`src/rtl/tl_pkg.sv`:
```
// Shared traffic-light types and timing constants, common to the pass
// request conditioner and the traffic-light FSM it feeds.
package tl_pkg;

  localparam int TL_G1_CYC       = 1024;
  localparam int TL_DEBOUNCE_DEF = 16;

  typedef enum logic [1:0] {
    IDLE,
    PRESS_DB,
    HELD,
    REL_DB
  } pcond_state_t;

endpackage

```
`src/rtl/sync_2ff.sv`:
```
// Two-flop synchroniser for a single asynchronous level; two cycles of latency,
// both flops clear on synchronous active-low reset.
module sync_2ff (
  input  logic clk,
  input  logic rst,
  input  logic d,
  output logic q
);

  logic s1;

  always_ff @(posedge clk) begin
    if (!rst) begin
      s1 <= 1'b0;
      q  <= 1'b0;
    end else begin
      s1 <= d;
      q  <= s1;
    end
  end

endmodule

```
`src/rtl/pass_request_conditioner.sv`:
```
// Pedestrian button conditioner: synchronise, debounce both edges, one-cycle pass
// per confirmed press (DEBOUNCE_CYC+2 edges after a stable press), lockout window.
module pass_request_conditioner
  import tl_pkg::*;
#(
  parameter int DEBOUNCE_CYC = TL_DEBOUNCE_DEF,
  parameter int LOCKOUT_CYC  = TL_G1_CYC
) (
  input  logic clk,
  input  logic rst,
  input  logic btn_raw,
  output logic pass,
  output logic btn_level,
  output logic lockout
);

  localparam int DBW = $clog2(DEBOUNCE_CYC + 1);
  localparam int LKW = $clog2(LOCKOUT_CYC + 1);
  localparam logic [DBW-1:0] DB_MAX   = DBW'(DEBOUNCE_CYC);
  localparam logic [DBW-1:0] DB_ONE   = DBW'(1);
  localparam logic [LKW-1:0] LOCK_MAX = LKW'(LOCKOUT_CYC);
  localparam logic [LKW-1:0] LOCK_ONE = LKW'(1);

  logic btn_s;

  pcond_state_t   state, state_nxt;
  logic [DBW-1:0] db_cnt, db_nxt;
  logic [LKW-1:0] lock_cnt, lock_nxt;
  logic           pass_nxt;
  logic           level_nxt;

  sync_2ff u_sync (
    .clk (clk),
    .rst (rst),
    .d   (btn_raw),
    .q   (btn_s)
  );

  always_ff @(posedge clk) begin
    if (!rst) begin
      state     <= IDLE;
      db_cnt    <= '0;
      lock_cnt  <= '0;
      pass      <= 1'b0;
      btn_level <= 1'b0;
    end else begin
      state     <= state_nxt;
      db_cnt    <= db_nxt;
      lock_cnt  <= lock_nxt;
      pass      <= pass_nxt;
      btn_level <= level_nxt;
    end
  end

  always_comb begin
    state_nxt = state;
    db_nxt    = db_cnt;
    pass_nxt  = 1'b0;
    level_nxt = btn_level;
    lock_nxt  = (lock_cnt != '0) ? (lock_cnt - LOCK_ONE) : '0;

    case (state)
      IDLE: begin
        if (btn_s) begin
          state_nxt = PRESS_DB;
          db_nxt    = DB_ONE;
        end
      end

      PRESS_DB: begin
        if (!btn_s) begin
          state_nxt = IDLE;
          db_nxt    = '0;
        end else if (db_cnt == DB_MAX) begin
          state_nxt = HELD;
          level_nxt = 1'b1;
          db_nxt    = '0;
          // Presses confirmed while still locked out are dropped, not queued.
          if (lock_cnt == '0) begin
            pass_nxt = 1'b1;
            lock_nxt = LOCK_MAX;
          end
        end else begin
          db_nxt = db_cnt + DB_ONE;
        end
      end

      HELD: begin
        if (!btn_s) begin
          state_nxt = REL_DB;
          db_nxt    = DB_ONE;
        end
      end

      REL_DB: begin
        if (btn_s) begin
          state_nxt = HELD;
          db_nxt    = '0;
        end else if (db_cnt == DB_MAX) begin
          state_nxt = IDLE;
          level_nxt = 1'b0;
          db_nxt    = '0;
        end else begin
          db_nxt = db_cnt + DB_ONE;
        end
      end

      default: begin
        state_nxt = IDLE;
        db_nxt    = '0;
        level_nxt = 1'b0;
      end
    endcase
  end

  assign lockout = (lock_cnt != '0);

endmodule

```
`config.mk`:
```
export PLATFORM = sky130hd
export DESIGN_NAME = pass_request_conditioner
export DESIGN_NICKNAME = d
export VERILOG_FILES = /design/src/rtl/tl_pkg.sv /design/src/rtl/sync_2ff.sv /design/src/rtl/pass_request_conditioner.sv
export SDC_FILE = /design/constraint.sdc
export NUM_CORES = 1
export LEC_CHECK = 0
export CAP_MARGIN = 10
export CORE_MARGIN = 8
export CORE_UTILIZATION = 60
export CTS_BUF_LIST = sky130_fd_sc_hd__clkbuf_4 sky130_fd_sc_hd__clkbuf_8
export CTS_CLUSTER_SIZE = 16
export DETAILED_ROUTE_END_ITERATION = 6
export PLACE_DENSITY = 0.77
export SYNTH_ARGS = -nofsm -noshare
export SYNTH_HDL_FRONTEND = slang
export SYNTH_SLANG_ARGS = --single-unit
```
`constraint.sdc`:
```
create_clock -name clk -period 1.35 [get_ports clk]
set_input_delay 0.2025 -clock clk [delete_from_list [all_inputs] [get_ports clk]]
set_output_delay 0.2025 -clock clk [all_outputs]
set_load 0.01 [all_outputs]
```
# Word-level counts from Yosys, hierarchy flattened
# Cells that the tools add are included.
[classes]
n_eq_ne = 12
n_mux = 24
addsub = 2
reduce_logical = 8
[op_table]
columns = ["op", "count"]
rows = [
  ["$mux 11", 5],
  ["$mux 5", 5],
  ["$pmux 5 s4", 1],
  ["$mux 2", 6],
  ["$logic_not 11->1", 1],
  ["$reduce_bool 11->1", 1],
  ["$sub 11x1->11 const B", 1],
  ["$ne 2x2->1 const B", 4],
  ["$pmux 2 s4", 1],
  ["$reduce_and 4->1", 2],
  ["$add 5x1->5 const B", 1],
  ["$eq 5x5->1 const B", 1],
  ["$mux 1", 5],
  ["$reduce_and 5->1", 1],
  ["$eq 2x2->1 const B", 2],
  ["$ne 2x1->1 const B", 2],
  ["$ne 3x2->1 const B", 1],
  ["$ne 3x3->1 const B", 1],
  ["$eq 2x1->1 const B", 1],
  ["$logic_not 2->1", 1],
  ["$pmux 1 s2", 1],
  ["$reduce_and 2->1", 1],
  ["$reduce_bool 2->1", 1],
]
[totals]
word_cells = 53
out_inout_bits = 3
ff_bits = 22
in_bits = 3

# Depth between registers and ports, before layout
[depth]
depth_word = 6
ltp_mapped = 6
ltp_nobuf = 6

# Modules after synthesis
# From an unflattened synthesis, not the netlist that was laid out.
[hier_totals]
cells_unflattened = 105
hier_area_um2 = 985.9
[by_module_without_submodules]
columns = ["module", "seq_area_each_um2", "cells_per_inst", "n_inst", "area_per_inst_um2"]
rows = [
  ["pass_request_conditioner", 400.4, 101, 1, 933.4],
  ["sync_2ff", 40.0, 4, 1, 52.6],
]

# Worst setup path before layout
# Ideal clock, no wire load.
[synth_timing]
path_type = "register to register"
from = "register lock_cnt[5]"
to = "register lock_cnt[2]"
path_buffers = 1
t_required_ns = 1.235
arrival_time_ns = 1.169
path_stages_with_launch = 6
setup_ns = 0.115
period_less_slack_ns = 1.284
slack_ns = 0.066
path_cell_list = "dfxtp_1 nor4_4 nand4_2 nand2_1 buf_4 nor2_1"
[synth_between]
elab_chain_len = 6
elab_cells_between_ends = 7
classes_between = "5 x mux; 2 x reduce/logical"
[synth_rtl]
columns = ["item", "line_no", "source"]
rows = [
  ["start: declaration", "pass_request_conditioner.sv:28", "logic [LKW-1:0] lock_cnt, lock_nxt;"],
  ["start signal: assignment", "pass_request_conditioner.sv:49", "lock_cnt <= lock_nxt;"],
  ["$reduce_bool 11->1 (*)", "n/a", ""],
  ["net lockout", "pass_request_conditioner.sv:14", "output logic lockout"],
  ["$mux 11 (*)", "pass_request_conditioner.sv:60", "lock_nxt = (lock_cnt != '0) ? (lock_cnt - LOCK_ONE) : '0;"],
  ["$mux 11", "pass_request_conditioner.sv:79", "if (lock_cnt == '0) begin"],
  ["$mux 11", "pass_request_conditioner.sv:74", "end else if (db_cnt == DB_MAX) begin"],
  ["$mux 11", "pass_request_conditioner.sv:71", "if (!btn_s) begin"],
  ["$mux 11 (*)", "pass_request_conditioner.sv:62", "case (state)"],
]
# Mark *: on every way through the listed nets, which the timed path passes. The rest lies on a longest branch.
# A chain may end at the register's enable or synchronous reset.

# Worst setup path in the final report
[layout_timing]
from = "register lock_cnt[3]"
to = "output port lockout"
[layout_between]
elab_chain_len = 1
[layout_rtl]
columns = ["item", "line_no", "source"]
rows = [
  ["$reduce_bool 11->1", "pass_request_conditioner.sv:116", "assign lockout = (lock_cnt != '0);"],
  ["end: declaration", "pass_request_conditioner.sv:14", ""],
]
# Every way passes these cells.

==> impl_metrics.ini <==
[outcome]
outcome = finished with violations
failed_checks = setup timing

[clock_tree]
cts_hold_buf = 0
cts_buffers = 3
clkTransAtPathRegs_ns = 0.12
cts_buffer_depth = 2
htreeDepth = 1
cts-root-buf = clkbuf_4
cts_tree = built
clkLatencyLatePin_ns = 0.31
cts_sinks = 22

[die]
num_io_pins = 6
die_x_um = 56.8
start_util_pct = 64.7
core_um2 = 1540
dieArea_um2 = 3220
die_h_um = 56.8
std_cell_rows = 14

[setup_path]
cp_max_fo = 2
end_kind = output port
crit_arrival_ns = 1.26
startpoint_type = flop
crit_type = reg2out
worst-endpoint-required_ns = 1.15

[yosys]
synth_nets = 115
synth_top_cell_area_share_pct = 44.2
ys_seq_elements = 22
avgSynthCellArea_um2 = 9.23
ys_seq_area_share_pct = 44.2
synthCells = 108
synth.cell_area_um2 = 997
synth_warnings = 0
yosysTopAreaCell = dfxtp_1
ys_types = 34
synthTopCellsByArea = dfxtp_1, nor2_1, ha_1

[placed_design]
gp_congestion = 0.825
port_buffers = 5
post-dp-hpwl_um = 1480
place_ws_ns = -0.119
place_area_um2 = 1210

[grt]
grt_pass1_wl_um = 3730
grt_max_degree = 14
grt_usage_pct = 14.4
antenna_found_initial = 0
grt_pass1_vias = 817
grt_overflow = 0

[timing]
whs_ns = 0.465
fin_ws_ns = -0.116
skew_ns = 0.00164
setup_tns_ns = -0.923
maxSlewHeadroom_pct = 76.3
hold_viol = 0
slew_violations = 0
max_slew.worst_pin.slew_ns = 0.355
setup_viol = 13
rsz0062_at_grt = yes
fin_crit_sh_pct = 109
fmax_mhz = 682
fin_crit_ns = 1.47

[cells_and_area]
nNetsFinal = 148
fill_cells = 73
synthToLayoutAreaGrowth_pct = 38.5
finalInstanceArea_um2 = 1380
utilization_pct = 89.6
antenna_cells = 0
drive_gt1_share_pct = 38.6

[pwr]
ir_drop_v = 0.00145
p_leak_nw = 0.598
p_per_area_nw_per_um2 = 1910

[detailed_routing]
ant_nets = 0
routed_wl_um = 2620
vias = 904
drt_iter0_drc = 29
wl_per_cell_um = 16.8
drc_errors = 0
via_per_inst = 5.79
firstDrtPassIters = 4

[flow_run]
cap_violations = 0

[min_path]
hp-class = reg2reg
-- worst paths after layout --
path	from	end	slack, ns	cells past startpoint
max reg2reg	lock_cnt[3]	lock_cnt[9]	-0.09	7
max	lock_cnt[3]	lockout	-0.12	3
min	u_sync.s1	u_sync.q	0.47	1
min reg2reg	u_sync.s1	u_sync.q	0.47	1
-- cell families (layout without fill, tap and decap cells) --
logic type	after synthesis	count (layout)	synth area share, %
buffers and inverters	8	40	3.39
AO/OA/AOI/OAI	15	15	10.5
XOR/XNOR	9	9	8.66
AND/OR/NAND/NOR	50	50	28.2
adder cells (fa/ha/maj)	4	4	5.02
flip-flops	22	22	44.2
-- through the flow --
step	std cells	power (mW)
3_5_place_dp	147	1.89
6_report	156	2.64
5_1_grt	156	2.77
3_3_place_gp	147	1.85
2_1_floorplan	108	1.43
4_1_cts	153	2.45
-- power by group --
part / internal, mW / switching, mW
clock network: 0.300 / 0.201
registers: 0.773 / 0.101
logic: 0.686 / 0.578
total: 1.76 / 0.880
-- critical path, cell delays in order, from the launching register on --
cell and delay [ns]:
dfxtp_2 0.36, nor4_4 0.32, nand4_2 0.12, buf_2 0.16
-- cells in the final DEF (no fill, tap or decap), types with 2 or more instances in the layout --
cell type	instances
buf_4	21
nor2_1	14
dfxtp_1	14
nand2_1	10
dfxtp_2	8
xor2_1	5
inv_2	4
nand3_1	4
buf_6	4
nand3b_1	3
and3_1	3
and2_1	3
a21oi_1	3
xnor2_1	3
clkbuf_4	3
nor3_2	2
inv_1	2
o21ai_1	2
ha_4	2
ha_1	2
clkdlybuf4s50_1	2
dlygate4sd2_1	2
-- repair_timing --
| item | CTS | global route |
|---|---|---|
| setup endpoints to repair | 10 | 19 |
| pin swaps | 3 | 9 |
| gates resized for setup | 17 | 20 |
| buffers inserted | 2 | 3 |
-- flip-flops by register name (all words and copies together), names as in the netlist, named ones only --
name / flops
btn_level: 1
lock_cnt: 11
u_sync.s1: 1
pass: 1
u_sync.q: 1
state: 1
db_cnt: 5
-- Yosys cell counts (all sizes together) --
master / instances
clkbuf: 1
nor3: 4
a31o: 1
o21ai: 3
o211ai: 1
nor3b: 1
nor2b: 1
and3: 3
ha: 4
dfxtp: 22
xnor2: 3
or3: 1
a21oi: 3
xor2: 6
o311ai: 1
a21boi: 2
nand3: 4
o21bai: 1
nand4: 1
nor2: 14
nor4: 1
nand3b: 3
inv: 6
nand2b: 1
o2111a: 1
o32ai: 1
and2: 3
buf: 1
a22oi: 1
and3b: 2
nand2: 11
-- layer usage --
metal	wire (um)	GRT usage [%]	up-vias
li1	-	-	432
met1	1060	17.0	426
met2	1340	21.6	36
met3	145	5.84	10
met4	78	7.38	0
met5	0	0	-
-- cell type report --
cell class | count | area [um2] | area share [%]
well taps | 16 | 20.0 | 1.45
flip-flops and latches | 22 | 450 | 32.6
inverters | 6 | 22.5 | 1.63
multi-input cells | 78 | 591 | 42.8
repair buffers | 30 | 245 | 17.8
clock inverters | 1 | 30.0 | 2.17
clock buffers | 3 | 22.5 | 1.63
No activity file was read; power rests on OpenSTA's default activity.
